[src/rtl/rng_pkg.sv]
// Protocol constants and frame helpers for the laser ranging module link,
// shared by the command encoder and the range-reply decoder.
package rng_pkg;

  localparam logic [7:0] RNG_HDR       = 8'hAA;
  localparam int         RNG_FRAME_LEN = 6;
  localparam int         RNG_FRAME_W   = 8 * RNG_FRAME_LEN;
  localparam logic [2:0] RNG_LAST_IDX  = 3'(RNG_FRAME_LEN - 1);

  typedef enum logic [1:0] {
    RNG_IDLE = 2'd0,
    RNG_LOAD = 2'd1,
    RNG_SEND = 2'd2,
    RNG_DONE = 2'd3
  } rng_state_e;

  // Header is excluded from the checksum; the sum wraps at 8 bits.
  function automatic logic [7:0] rng_checksum(input logic [7:0] addr,
                                              input logic [7:0] code_hi,
                                              input logic [7:0] code_lo,
                                              input logic [7:0] param);
    return addr + code_hi + code_lo + param;
  endfunction

  function automatic logic [RNG_FRAME_W-1:0] rng_build_frame(input logic [7:0]  addr,
                                                             input logic [15:0] code,
                                                             input logic [7:0]  param);
    return {RNG_HDR, addr, code, param,
            rng_checksum(addr, code[15:8], code[7:0], param)};
  endfunction

  // Byte 0 sits in the top octet so the frame reads left to right in send order.
  function automatic logic [7:0] rng_frame_byte(input logic [RNG_FRAME_W-1:0] frame,
                                                input logic [2:0]             idx);
    logic [7:0] b;
    case (idx)
      3'd0:    b = frame[47:40];
      3'd1:    b = frame[39:32];
      3'd2:    b = frame[31:24];
      3'd3:    b = frame[23:16];
      3'd4:    b = frame[15:8];
      default: b = frame[7:0];
    endcase
    return b;
  endfunction

endpackage

[src/rtl/uart_tx_byte.sv]
// 8N1 UART transmitter for a single character, LSB first, idle-high line.
// A start pulse is only honoured while no character is in flight.
module uart_tx_byte #(
  parameter int CLKS_PER_BIT = 2604
) (
  input  logic       Clk,
  input  logic       RstN,
  input  logic       start,
  input  logic [7:0] data,
  output logic       done,
  output logic       TxD
);

  localparam int            CW        = (CLKS_PER_BIT > 1) ? $clog2(CLKS_PER_BIT) : 1;
  localparam logic [CW-1:0] LAST_TICK = CW'(CLKS_PER_BIT - 1);
  localparam logic [3:0]    LAST_BIT  = 4'd9;

  logic          r_active;
  logic [CW-1:0] r_tick;
  logic [3:0]    r_bit;
  logic [8:0]    r_shift;
  logic          r_done;
  logic          r_txd;

  // r_shift holds the remaining data bits with the stop bit parked on top,
  // so the line value for the next bit is always r_shift[0].
  always_ff @(posedge Clk or negedge RstN) begin
    if (!RstN) begin
      r_active <= 1'b0;
      r_tick   <= '0;
      r_bit    <= '0;
      r_shift  <= '0;
      r_done   <= 1'b0;
      r_txd    <= 1'b1;
    end else begin
      r_done <= 1'b0;
      if (!r_active) begin
        if (start) begin
          r_active <= 1'b1;
          r_shift  <= {1'b1, data};
          r_tick   <= '0;
          r_bit    <= '0;
          r_txd    <= 1'b0;
        end
      end else if (r_tick != LAST_TICK) begin
        r_tick <= r_tick + 1'b1;
      end else begin
        r_tick <= '0;
        if (r_bit == LAST_BIT) begin
          r_active <= 1'b0;
          r_bit    <= '0;
          r_done   <= 1'b1;
          r_txd    <= 1'b1;
        end else begin
          r_bit   <= r_bit + 4'd1;
          r_txd   <= r_shift[0];
          r_shift <= {1'b1, r_shift[8:1]};
        end
      end
    end
  end

  assign done = r_done;
  assign TxD  = r_txd;

endmodule

[src/rtl/rng_cmd_encode.sv]
// Command-frame encoder for the laser ranging module: latches a request,
// builds the 6-byte frame with checksum and feeds it byte by byte to the UART.
module rng_cmd_encode
  import rng_pkg::*;
#(
  parameter int         CLKS_PER_BIT = 2604,
  parameter logic [7:0] DEV_ADDR     = 8'h01
) (
  input  logic        Clk,
  input  logic        RstN,
  input  logic        CmdEn,
  input  logic [15:0] CmdCode,
  input  logic [7:0]  CmdParam,
  output logic        Busy,
  output logic        Done,
  output logic        TxD
);

  rng_state_e             r_state;
  logic [2:0]             r_idx;
  logic [RNG_FRAME_W-1:0] r_frame;
  logic [7:0]             r_byte;
  logic                   r_start;
  logic                   r_busy;
  logic                   r_done;

  logic [RNG_FRAME_W-1:0] w_frame;
  logic [2:0]             w_next_idx;
  logic                   w_tx_done;
  logic                   w_txd;

  assign w_frame    = rng_build_frame(DEV_ADDR, CmdCode, CmdParam);
  assign w_next_idx = r_idx + 3'd1;

  // The byte and its start strobe are registered on entry to LOAD, so the
  // serializer sees them during the LOAD cycle and starts on the next edge.
  always_ff @(posedge Clk or negedge RstN) begin
    if (!RstN) begin
      r_state <= RNG_IDLE;
      r_idx   <= '0;
      r_frame <= '0;
      r_byte  <= '0;
      r_start <= 1'b0;
      r_busy  <= 1'b0;
      r_done  <= 1'b0;
    end else begin
      r_start <= 1'b0;
      r_done  <= 1'b0;
      case (r_state)
        RNG_IDLE: begin
          if (CmdEn) begin
            r_frame <= w_frame;
            r_idx   <= '0;
            r_byte  <= rng_frame_byte(w_frame, 3'd0);
            r_start <= 1'b1;
            r_busy  <= 1'b1;
            r_state <= RNG_LOAD;
          end
        end
        RNG_LOAD: begin
          r_state <= RNG_SEND;
        end
        RNG_SEND: begin
          if (w_tx_done) begin
            if (r_idx == RNG_LAST_IDX) begin
              r_done  <= 1'b1;
              r_state <= RNG_DONE;
            end else begin
              r_idx   <= w_next_idx;
              r_byte  <= rng_frame_byte(r_frame, w_next_idx);
              r_start <= 1'b1;
              r_state <= RNG_LOAD;
            end
          end
        end
        RNG_DONE: begin
          r_busy  <= 1'b0;
          r_state <= RNG_IDLE;
        end
        default: begin
          r_busy  <= 1'b0;
          r_state <= RNG_IDLE;
        end
      endcase
    end
  end

  uart_tx_byte #(
    .CLKS_PER_BIT (CLKS_PER_BIT)
  ) u_tx (
    .Clk   (Clk),
    .RstN  (RstN),
    .start (r_start),
    .data  (r_byte),
    .done  (w_tx_done),
    .TxD   (w_txd)
  );

  assign Busy = r_busy;
  assign Done = r_done;
  assign TxD  = w_txd;

endmodule

[config.mk]
export PLATFORM = sky130hd
export DESIGN_NAME = rng_cmd_encode
export DESIGN_NICKNAME = d
export VERILOG_FILES = /design/src/rtl/rng_pkg.sv /design/src/rtl/uart_tx_byte.sv /design/src/rtl/rng_cmd_encode.sv
export SDC_FILE = /design/constraint.sdc
export NUM_CORES = 1
export LEC_CHECK = 0
export ABC_AREA = 1
export BUFFER_PORTS_ARGS = -buffer_cell sky130_fd_sc_hd__buf_2
export CAP_MARGIN = 30
export CORE_MARGIN = 2
export CORE_UTILIZATION = 55
export DETAILED_ROUTE_END_ITERATION = 10
export GPL_TIMING_DRIVEN = 0
export PLACE_DENSITY_LB_ADDON = 0.1
export SYNTH_ARGS = -nofsm -noshare
export SYNTH_HDL_FRONTEND = slang
export SYNTH_SLANG_ARGS = --single-unit
[constraint.sdc]
create_clock -name Clk -period 4.2 [get_ports Clk]
set_input_delay 0.84 -clock Clk [delete_from_list [all_inputs] [get_ports Clk]]
set_output_delay 0.84 -clock Clk [all_outputs]
set_load 0.01 [all_outputs]
# Word-level counts from Yosys, hierarchy flattened
# Index checks and enable logic that the tools add are counted.
totals:
  elab_cells: 89
  input_bits: 27
  regBits: 77
  out_inout_bits: 3
op_classes:
  reduce_logical: 11
  n_addsub: 6
  n_mux: 44
  eq_ne: 15
op_table:
  columns: ["operator", "n"]
  rows:
  - ["case mux 8 bit (5 select lines)", 1]
  - ["2-to-1 mux 12 bit", 3]
  - ["2-to-1 mux 9 bit", 4]
  - ["2-to-1 mux 8 bit", 3]
  - ["2-to-1 mux 1 bit", 18]
  - ["adder 8 bit", 2]
  - ["2-to-1 mux 4 bit", 4]
  - ["case mux 8 bit (2 select lines)", 1]
  - ["adder 12 x 1 -> 12 bit (second input constant)", 1]
  - ["inequality test 12 bit (second input constant)", 1]
  - ["2-to-1 mux 3 bit", 3]
  - ["adder 1 x 8 -> 8 bit (first input constant)", 1]
  - ["inequality test 2 bit (second input constant)", 4]
  - ["case mux 2 bit (4 select lines)", 1]
  - ["AND reduction 2 bit", 4]
  - ["== test 3 x 2 -> 1 bit (second input constant)", 2]
  - ["== test 3 bit (second input constant)", 2]
  - ["2-to-1 mux 2 bit", 3]
  - ["case mux 3 bit (2 select lines)", 1]
  - ["nonzero test 2 bit", 3]
  - ["adder 4 x 1 -> 4 bit (second input constant)", 1]
  - ["== test 2 bit (second input constant)", 2]
  - ["== test 4 bit (second input constant)", 1]
  - ["case mux 1 bit (2 select lines)", 2]
  - ["other kinds (8)", 8]

# Longest topological paths before layout
logic_depth:
  depth_word: 6
  mapped_depth: 11
  ltp_nobuf: 11

# Hierarchy
# Synthesis repeated with hierarchy kept, for this count alone.
unflattened:
  hier_cells: 548
  area_unflattened_um2: 4377.9
modules_own_cells:
  columns: ["module", "instances", "area_each_um2", "seq_area_each_um2", "cells_each"]
  rows:
  - ["rng_cmd_encode", 1, 2820.2, 1226.2, 354]
  - ["uart_tx_byte", 1, 1557.7, 701.9, 194]

# Worst setup path after synthesis
# No wires, ideal clock.
synth_timing:
  path_type: "input to register"
  start: "in CmdCode[3]"
  end: "reg r_frame[6]"
  stages: 8
  slack_ps: 1853
  setup_ps: 117
  arrival_ps: 2229
  path_cell_list: "fa_1 > ha_1 > a21oi_1 > or2_2 > nand3_1 > nand2_1 > nand3_1 > nand2_1"
synth_between:
  elab_chain_len: 2
synth_rtl:
  columns: ["item", "line", "rtl"]
  rows:
  - ["from (decl)", "rng_cmd_encode.sv:12", "input logic [15:0] CmdCode,"]
  - ["adder 8 bit (2 in series)", "rng_pkg.sv:22", "return addr + code_hi + code_lo + param;"]
  - ["to (signal assigned)", "rng_cmd_encode.sv:52", "r_frame <= w_frame;"]
  - ["to (decl)", "rng_cmd_encode.sv:21", "logic [RNG_FRAME_W-1:0] r_frame;"]
# Every way passes these cells.
# A chain may end at the register's enable or synchronous reset.

# Final worst setup path
layout_timing:
  start: "in CmdCode[4]"
  end: "reg r_frame[7]"
# The elaborated chain is that of the path after synthesis.

==> run metrics <==
CP max FO=5; Rows=32; Crit path arrival time=2.56 ns; ant diodes=0; EDFF count, synth=0; Synth Net Count=593; hold crit path type=in2async; clk_lat worst skew=approximately 0.34 ns; Worst setup SP type=input port; placer congestion estimate=approximately 0.84; dominant cells by area after synthesis=dfrtp_1 44%, nand2_1 17%, nand3_1 5.8%, ha_1 4.6%, inv_1 4.2%; routed vias/inst=5.20; final wirelength=approximately 9500 um; share of the synthesized area in the top cell type=43.6%; synthesis-stage register bit count=77; synthesized cell area=roughly 4400 um2; die height=a little over 90 um; cell taking the most area after synthesis=dfrtp_1; Yosys warning count=0; total gr overflow=0; top-count cell post-synth=nand2_1; post-DP HPWL=7130 um; Starting Density=between 50% and 60%; Cell Pwr Density=roughly 300 nW/um2; placed cell count=675; # DRC=0; DP Worst Slack=1.53 ns; Tot Pwr=about 1.4 mW; largest net degree at the start of global routing=around 50; synth cell count leaders=202 x nand2_1, 76 x dfrtp_1, 51 x nand3_1; root buffer cell=clkbuf_8; H-tree depth=3; Sink Count=77; status=completed; wire per inst=between 10 and 15 um; core area=approximately 7700 um2; Port Buf Inserts=29; drt first pass iters=4; Post-Syn Instances=~540; hold violation total from the final report=0; Req. time, crit path=around 4.4 ns; Slew headroom=between 60% and 70%; FFs w/ async S/R, synth=100%; Yosys cell types=35; fin crit period=roughly 2.3 ns; Mean Syn Cell Area=between 8 and 9 um2; post-cts sizing count=0; CP endpoint kind=register; top_reg_cell synth=dfrtp_1; fmax=0.428 GHz; initial antenna violation count=0; number of global-route vias before repair=approximately 3600; Detail Route Antenna Nets=0; GRT Util Overall=between 20% and 30%; Seq/Total Area, Yosys=44.2%; RSZ-0062 raised after global routing=false; I/O pin count=30; Least-Margin Pin Slew=roughly 0.53 ns; Final Max Tran Viols=0; first-pass GRT wire length=about 17000 um; final worst slack=around 1.9 ns; setup TNS=0 ns; CTS tree=yes; Lkg Pwr=roughly 2.6 nW; CTS Hold Buffers Added=0; setup violators final=0; crit path kind=in2reg; fin nets=around 630; Post-Layout Cell Count=about 700; area delta synth->final=11.1%; Initial DRC Count=127; CTS Buffer Depth=2; Peak VDD IR=0.176 mV; max_cap viols=0; Tcrit/Tclk final=55.7%; layout cells sized above 1=13.4%; routed vias=3590; chip width=a little over 90 um; Final Skew=0.0122 ns; CTS buffer count=9; postcts setup bufs=0; WHS=0.421 ns; die area=about 8700 um2; Worst-path clk slew=around 0.080 ns
final timing paths:
kind / start / endpoint / slack (ns) / cells past startpoint
worst max-delay path: CmdCode[4] / r_frame[7]$_DFFE_PN0P_ / 1.86 / 9
worst max register to register: r_idx[0]$_DFFE_PN0P_ / r_byte[0]$_DFFE_PN0P_ / 2.39 / 9
min in group Clk: u_tx.r_shift[0]$_DFFE_PN0P_ / u_tx.r_shift[0]$_DFFE_PN0P_ / 0.47 / 2
max in group asynchronous: RstN / r_frame[25]$_DFFE_PN0P_ / 3.20 / 2
worst min-delay path: RstN / u_tx.r_tick[10]$_DFFE_PN0P_ / 0.42 / 1
worst min register to register: u_tx.r_shift[0]$_DFFE_PN0P_ / u_tx.r_shift[0]$_DFFE_PN0P_ / 0.47 / 2
routing by layer:
| metal | routed length, um | vias up | global-route usage [%] | share of wire [%] |
|---|---|---|---|---|
| met5 | 0 | - | 0 | 0 |
| met4 | 311 | 0 | 11.5 | 3.3 |
| met3 | 291 | 25 | 4.35 | 3.1 |
| met2 | 4580 | 63 | 41.0 | 48 |
| met1 | 4320 | 1665 | 30.4 | 45 |
| li1 | - | 1837 | - | - |
cell usage in the layout, fill, tap and decap left out, types with 3 or more instances in the layout:
| cell | count |
|---|---|
| buf_4 | 3 |
| clkbuf_1 | 5 |
| xnor2_1 | 5 |
| o22ai_1 | 6 |
| a21oi_1 | 5 |
| dfrtp_1 | 76 |
| nor2_1 | 19 |
| nand3_2 | 3 |
| inv_2 | 4 |
| or2_2 | 3 |
| clkbuf_8 | 11 |
| inv_1 | 49 |
| o21ai_0 | 23 |
| nand2_1 | 202 |
| nand4_1 | 25 |
| xor2_1 | 7 |
| nor3_2 | 4 |
| buf_2 | 36 |
| ha_1 | 16 |
| o21ai_1 | 6 |
| fa_1 | 7 |
| nand3_1 | 51 |
per-stage QoR:
| stage | cell area, um2 | util, % |
|---|---|---|
| after detailed placement | 4670 | 60.4 |
| after CTS | 4850 | 62.8 |
| after floorplan | 4370 | - |
| final | 4850 | 62.8 |
| after global placement | 4640 | 60.0 |
| after global routing | 4850 | 62.8 |
registers in the layout, summed over array words and instances (netlist names), 2 cells and up:
name and count:
r_frame 33, r_byte 8, r_idx 3, u_tx.r_tick 12
r_state 2, u_tx.r_bit 4, u_tx.r_shift 9
area by class of cell:
type	count	area (um2)
Buffer	16	121
Clock buffer	12	135
Clock inverter	4	48.8
Fill cell	680	2880
Inverter	55	206
Multi-Input combinational cell	395	2110
Sequential cell	77	1930
Tap cell	102	128
Timing Repair Buffer	30	175
logic make-up after synthesis:
kind of cell,count (synthesis),synth area share [%]
and+or+nand+nor,317,32.6
AOI/OAI and AO/OA,43,5.50
DFF,77,44.2
buffers and inverters,71,7.51
adders and majority gates,23,7.80
xor gates and xnor gates,12,2.41
report_power, final:
| group | switching, mW | internal [mW] |
|---|---|---|
| Clock | 0.262 | 0.275 |
| Sequential | 0 | 0.741 |
| Combinational | 0.0917 | 0.0588 |
worst max-delay path, cell delays in order:
cell and delay [ns]:
buf_2 0.12, fa_1 0.48, ha_1 0.38, a21oi_1 0.29
nor2_1 0.07, nor2_1 0.15, nand3_1 0.10, nand3_1 0.09
nand2_1 0.05
No activity file was read; power rests on OpenSTA's default activity.
